===== config.mk =====
export PLATFORM = sky130hd
export DESIGN_NAME = round_timer_ctrl
export DESIGN_NICKNAME = d
export VERILOG_FILES = /design/src/rtl/guess_pkg.sv /design/src/rtl/tick_prescaler.sv /design/src/rtl/round_timer_ctrl.sv
export SDC_FILE = /design/constraint.sdc
export NUM_CORES = 1
export LEC_CHECK = 0
export ABC_CLOCK_PERIOD_IN_PS = 2730
export CAP_MARGIN = 20
export CORE_UTILIZATION = 50
export DETAILED_ROUTE_END_ITERATION = 7
export PLACE_DENSITY_LB_ADDON = 0.08
export SYNTH_ARGS = -nofsm -noshare
export SYNTH_HDL_FRONTEND = slang
export SYNTH_SLANG_ARGS = --single-unit

===== constraint.sdc =====
create_clock -name clk -period 2.73 [get_ports clk]
set_input_delay 0.4095 -clock clk [delete_from_list [all_inputs] [get_ports clk]]
set_output_delay 0.4095 -clock clk [all_outputs]
set_load 0.02 [all_outputs]

===== src/rtl/guess_pkg.sv =====
// Shared definitions for the guess-number game: round timer state encoding
// and default timebase constants.
package guess_pkg;

    typedef enum logic [1:0] {
        IDLE    = 2'd0,
        RUN     = 2'd1,
        PAUSED  = 2'd2,
        EXPIRED = 2'd3
    } state_e;

    localparam int DEF_DIV_LIMIT     = 2500;
    localparam int DEF_TICKS_PER_SEC = 20000;

endpackage


===== src/rtl/tick_prescaler.sv =====
// Enabled modulo counter 0..LIMIT. wrap_o flags the enabled step out of LIMIT;
// tick_o is the same event registered, so it is a clean 1-cycle pulse.
module tick_prescaler #(
    parameter int LIMIT = 3
) (
    input  logic clk,
    input  logic rst,
    input  logic en_i,
    input  logic clr_i,
    output logic tick_o,
    output logic wrap_o
);

    localparam int CW = (LIMIT > 0) ? $clog2(LIMIT + 1) : 1;

    logic [CW-1:0] cnt_q;
    logic          tick_q;

    // A clear in the same cycle as the terminal step swallows the tick.
    assign wrap_o = en_i && !clr_i && (cnt_q == CW'(LIMIT));
    assign tick_o = tick_q;

    always_ff @(posedge clk or negedge rst) begin
        if (!rst) begin
            cnt_q  <= '0;
            tick_q <= 1'b0;
        end else begin
            tick_q <= wrap_o;
            if (clr_i)
                cnt_q <= '0;
            else if (en_i)
                cnt_q <= (cnt_q == CW'(LIMIT)) ? '0 : cnt_q + CW'(1);
        end
    end

endmodule


===== src/rtl/round_timer_ctrl.sv =====
// Round timebase: free-running scan prescaler plus a RUN-gated seconds stage
// driving the per-round countdown FSM (start/pause/clear, expiry).
module round_timer_ctrl
    import guess_pkg::*;
#(
    parameter int DIV_LIMIT     = DEF_DIV_LIMIT,
    parameter int TICKS_PER_SEC = DEF_TICKS_PER_SEC,
    parameter int TW            = 8
) (
    input  logic          clk,
    input  logic          rst,
    input  logic          start,
    input  logic          pause,
    input  logic          clr,
    input  logic [TW-1:0] round_len,
    output logic          scan_tick,
    output logic          sec_tick,
    output logic [TW-1:0] time_left,
    output logic          running,
    output logic          expired,
    output logic          expire_pulse
);

    state_e        state_q;
    logic [TW-1:0] time_left_q;
    logic          running_q, expired_q, expire_pulse_q;
    logic          sec_en, sec_wrap, scan_wrap_unused;

    tick_prescaler #(.LIMIT(DIV_LIMIT)) u_scan (
        .clk    (clk),
        .rst    (rst),
        .en_i   (1'b1),
        .clr_i  (1'b0),
        .tick_o (scan_tick),
        .wrap_o (scan_wrap_unused)
    );

    // Seconds only advance while truly running; commands and pause take priority.
    assign sec_en = scan_tick && (state_q == RUN) && !pause && !start && !clr;

    tick_prescaler #(.LIMIT(TICKS_PER_SEC - 1)) u_sec (
        .clk    (clk),
        .rst    (rst),
        .en_i   (sec_en),
        .clr_i  (start || clr),
        .tick_o (sec_tick),
        .wrap_o (sec_wrap)
    );

    always_ff @(posedge clk or negedge rst) begin
        if (!rst) begin
            state_q        <= IDLE;
            time_left_q    <= '0;
            running_q      <= 1'b0;
            expired_q      <= 1'b0;
            expire_pulse_q <= 1'b0;
        end else begin
            expire_pulse_q <= 1'b0;
            if (clr) begin
                state_q     <= IDLE;
                time_left_q <= '0;
                running_q   <= 1'b0;
                expired_q   <= 1'b0;
            end else if (start) begin
                time_left_q <= round_len;
                if (round_len == '0) begin
                    state_q        <= EXPIRED;
                    running_q      <= 1'b0;
                    expired_q      <= 1'b1;
                    expire_pulse_q <= 1'b1;
                end else begin
                    state_q   <= RUN;
                    running_q <= 1'b1;
                    expired_q <= 1'b0;
                end
            end else begin
                case (state_q)
                    RUN: begin
                        if (pause) begin
                            state_q   <= PAUSED;
                            running_q <= 1'b0;
                        end else if (sec_wrap && time_left_q != '0) begin
                            time_left_q <= time_left_q - TW'(1);
                            if (time_left_q == TW'(1)) begin
                                state_q        <= EXPIRED;
                                running_q      <= 1'b0;
                                expired_q      <= 1'b1;
                                expire_pulse_q <= 1'b1;
                            end
                        end
                    end
                    PAUSED: begin
                        if (!pause) begin
                            state_q   <= RUN;
                            running_q <= 1'b1;
                        end
                    end
                    default: ;
                endcase
            end
        end
    end

    assign time_left    = time_left_q;
    assign running      = running_q;
    assign expired      = expired_q;
    assign expire_pulse = expire_pulse_q;

endmodule


==> run_results.csv <==
group,metric,value,unit
run_status,status,"complete, no violations",
placement,gp_congestion,0.839,
synth,synth_common_cells,"dfrtp_1 (42), nor2_1 (21), nand3_1 (19), nand2_1 (17), o21ai_0 (13)",
synth,synth_edf_count,0,
setup_path,crit_fanout,12,
power,p_clk_share,43.1,%
sta,worst_slew_pin_slew,0.906,ns
layout,area_growth,22.3,%
layout,num-fill-cells,363,
sta,min_period,2.36,ns
job,drv_cap,0,
synth,netlist_instances,235,
synth,synth.top_cell.area_share,46.5,%
clock_tree,path_clk_slew,0.09,ns
power,cellPowerDensity,510,nW/um^2
sta,fin_crit_sh,86.4,%
synth,synth_top_area_cell,"dfrtp_1",
floorplanning,coreArea,4350,sq um
synth,async_reset_ff_share,100,%
floorplanning,start_util,51.9,%
synth,ys.flop_type,"dfrtp_1",
worst_hold_path,hold_path.class,"input pin to async pin",
setup_path,start_kind,"register",
setup_path,crit_required,2.92,ns
power,ir_worst_vdd,0.370,mV
sta,fin_ws,0.371,ns
clock_tree,cts_inserted_buffers,5,
floorplanning,dieArea,4790,sq um
synth,avgSynthCellArea,9.62,sq um
drt,dr_total_vias,1815,
floorplanning,rows,24,
global_routing,antenna_found_initial,0,
drt,first_pass_iters,6,
placement,place.port_buffers,25,
global_routing,grt-ovfl-total,0,
clock_tree,cts_hold_buf,0,
synth,ys_types,46,
floorplanning,die_w,69.2,microns
synth,yosysWarnings,0,
clock_tree,clock_path_buffers,2,
drt,drt_iter0_drc,121,
clock_tree,cts.sinks,42,
floorplanning,io_pins,26,
power,internal_power,1.09,mW
drt,avgViaCountPerCell,5.58,
sta,setup_violations,0,
drt,postRouteAntennaNets,0,
synth,synth_area_leaders,"dfrtp_1 (47%), ha_1 (4.4%), nand3_1 (4.2%)",
floorplanning,die_y,69.2,microns
setup_path,path_class,"register to register",
drt,drt-wirelength-per-cell,14.3,microns
clock_tree,insertion_delay,0.30,ns
sta,clock_skew,0.0145,ns
setup_path,slowest_delay,0.46,ns
setup_path,cpMostUsedCell,"and4_1",
clock_tree,cts_tree,"yes",
placement,hpwlAfterDp,3320,microns
sta,relSlewSlack,39.6,%
clock_tree,cts_resized,0,
drt,routed_wl,4640,microns
layout,antenna_cells,0,
global_routing,grt_usage,21.2,%
setup_path,end_kind,"register",
synth,synth-seq-cells,42,
sta,fin_setup_tns,0,ns
synth,yosysMostFrequentCell,"dfrtp_1",
synth,synth_area,2260,sq um
power,seq_power_share,46.1,%
layout,nets,293,
power,swShare,22.4,%
setup_path,crit_arrival,2.55,ns
layout,drive_gt1_share,9.16,%
global_routing,grt_pass1_vias,1711,
setup_path,crit_buf_inv,0,
synth,seq_area_frac_synth,46.5,%
sta,rsz0062_at_grt,"no",
power,combPwrFrac,10.8,%
power,p_switching,316,uW
sta,slew_violations,0,
sta,hold_viol_final,0,
clock_tree,htree_levels,2,
setup_path,path_cells,"ha_1 -> and4_1 -> and4_1 -> nand3_2 -> or4_1 -> a311oi_1",
setup_path,cp_slowest_cell,"and4_1",
power,finalPower,1.41,mW
clock_tree,cts-root-buf,"clkbuf_8",
global_routing,grt_pass1_wl,8050,microns
power,p_leak,1.17,nW
clock_tree,post-cts-setup-buffers,0,
sta,max_freq,0.424,GHz
global_routing,grt_max_degree,43,
placement,pre_cts_slack,0.358,ns
drt,drc,0,
synth,syn_nets,256,
setup_path,cp_top_family,"simple AND/OR/NAND/NOR gates",
-- worst register-to-register path, delay by kind of cell (launching register included) --
kind                     cells  cell delay (ns)
AO/OA/AOI/OAI                1             0.28
flip-flops                   1             0.39
AND/OR/NAND/NOR              4             1.35
adder cells (fa/ha/maj)      1             0.23
-- power groups by stage --
| stage | Combinational [mW] | Clock, mW | Sequential, mW |
|---|---|---|---|
| floorplan | 0.0645 | 0 | 0.671 |
| global placement | 0.152 | 0 | 0.662 |
| detailed placement | 0.152 | 0 | 0.662 |
| CTS | 0.153 | 0.623 | 0.650 |
| global route | 0.168 | 0.647 | 0.653 |
| finish | 0.152 | 0.607 | 0.650 |
-- per-stage QoR --
stage          instances  hold WS, ns  cell area [sq um]  utilization (%)
4_1_cts              325        0.273               2760             63.5
3_3_place_gp         317        0.486               2620             60.2
6_report             325        0.235               2760             63.5
5_1_grt              325        0.319               2760             63.5
2_1_floorplan        235        0.114               2260                -
3_5_place_dp         317        0.491               2620             60.2
-- layer usage --
metal  track usage [%]  up-vias  wire, microns  share of wire, %
met2              30.7       29           2130                46
met3              3.63        7            155               3.3
li1                  -      924              -                 -
met1              31.4      855           2290                49
met4              8.39        0             69               1.5
met5                 0        -              0                 0
-- path summary, 6_finish.rpt --
path	start	endpoint	slack (ns)	depth (start not counted)
max	u_sec.cnt_q[0]$_DFFE_PN0P_	time_left[4]$_DFFE_PN0P_	0.37	6
min	rst	u_sec.tick_o$_DFF_PN0_	0.23	1
max reg2reg	u_sec.cnt_q[0]$_DFFE_PN0P_	time_left[4]$_DFFE_PN0P_	0.37	6
min reg2reg	u_scan.cnt_q[0]$_DFF_PN0_	u_scan.cnt_q[0]$_DFF_PN0_	0.51	1
max in group asynchronous	rst	time_left[1]$_DFFE_PN0P_	1.92	1
min in group clk	u_scan.cnt_q[0]$_DFF_PN0_	u_scan.cnt_q[0]$_DFF_PN0_	0.51	1
-- layout make-up --
type | count | area (sq um) | share of cell area, %
clock buffers | 6 | 82.6 | 2.99
clock inverters | 2 | 60.1 | 2.17
inverters | 9 | 33.8 | 1.22
multi-input cells | 180 | 1160 | 41.9
flip-flops and latches | 42 | 1050 | 38.0
well taps | 52 | 65.1 | 2.35
repair buffers | 34 | 313 | 11.3
-- state kept, by name (all words and copies together) (netlist names) --
| signal | count |
|---|---|
| expire_pulse | 1 |
| expired | 1 |
| running | 1 |
| state_q | 2 |
| time_left | 8 |
| u_scan.cnt_q | 12 |
| u_scan.tick_o | 1 |
| u_sec.cnt_q | 15 |
| u_sec.tick_o | 1 |
-- cells by family (layout without fill, tap and decap cells) --
| family | Yosys count | count (layout) | share of synthesized area [%] |
|---|---|---|---|
| simple gates | 108 | 108 | 25.5 |
| fa+ha+maj | 8 | 8 | 4.43 |
| flops | 42 | 42 | 46.5 |
| compound gates | 43 | 43 | 12.9 |
| buf+inv | 13 | 51 | 2.21 |
| mux | 4 | 4 | 1.88 |
| xor+xnor | 17 | 17 | 6.59 |
-- cell usage in the layout (no fill, tap or decap), drive strengths merged, types with 2 or more instances in the layout --
cell,instances
dfrtp,42
clkdlybuf4s50,24
nor2,22
nand3,20
nand2,17
o21ai,15
xnor2,10
buf,10
inv,8
nand4,8
nor3,8
ha,8
xor2,7
or3,7
a21oi,7
clkbuf,6
nor2b,5
nor4,5
a21o,4
a211oi,4
and3,3
nand2b,3
a22o,3
a32oi,3
and4,2
nor3b,2
mux2,2
mux2i,2
o31ai,2
bufinv,2
or2,2
Power figures use the tool's default switching activity.
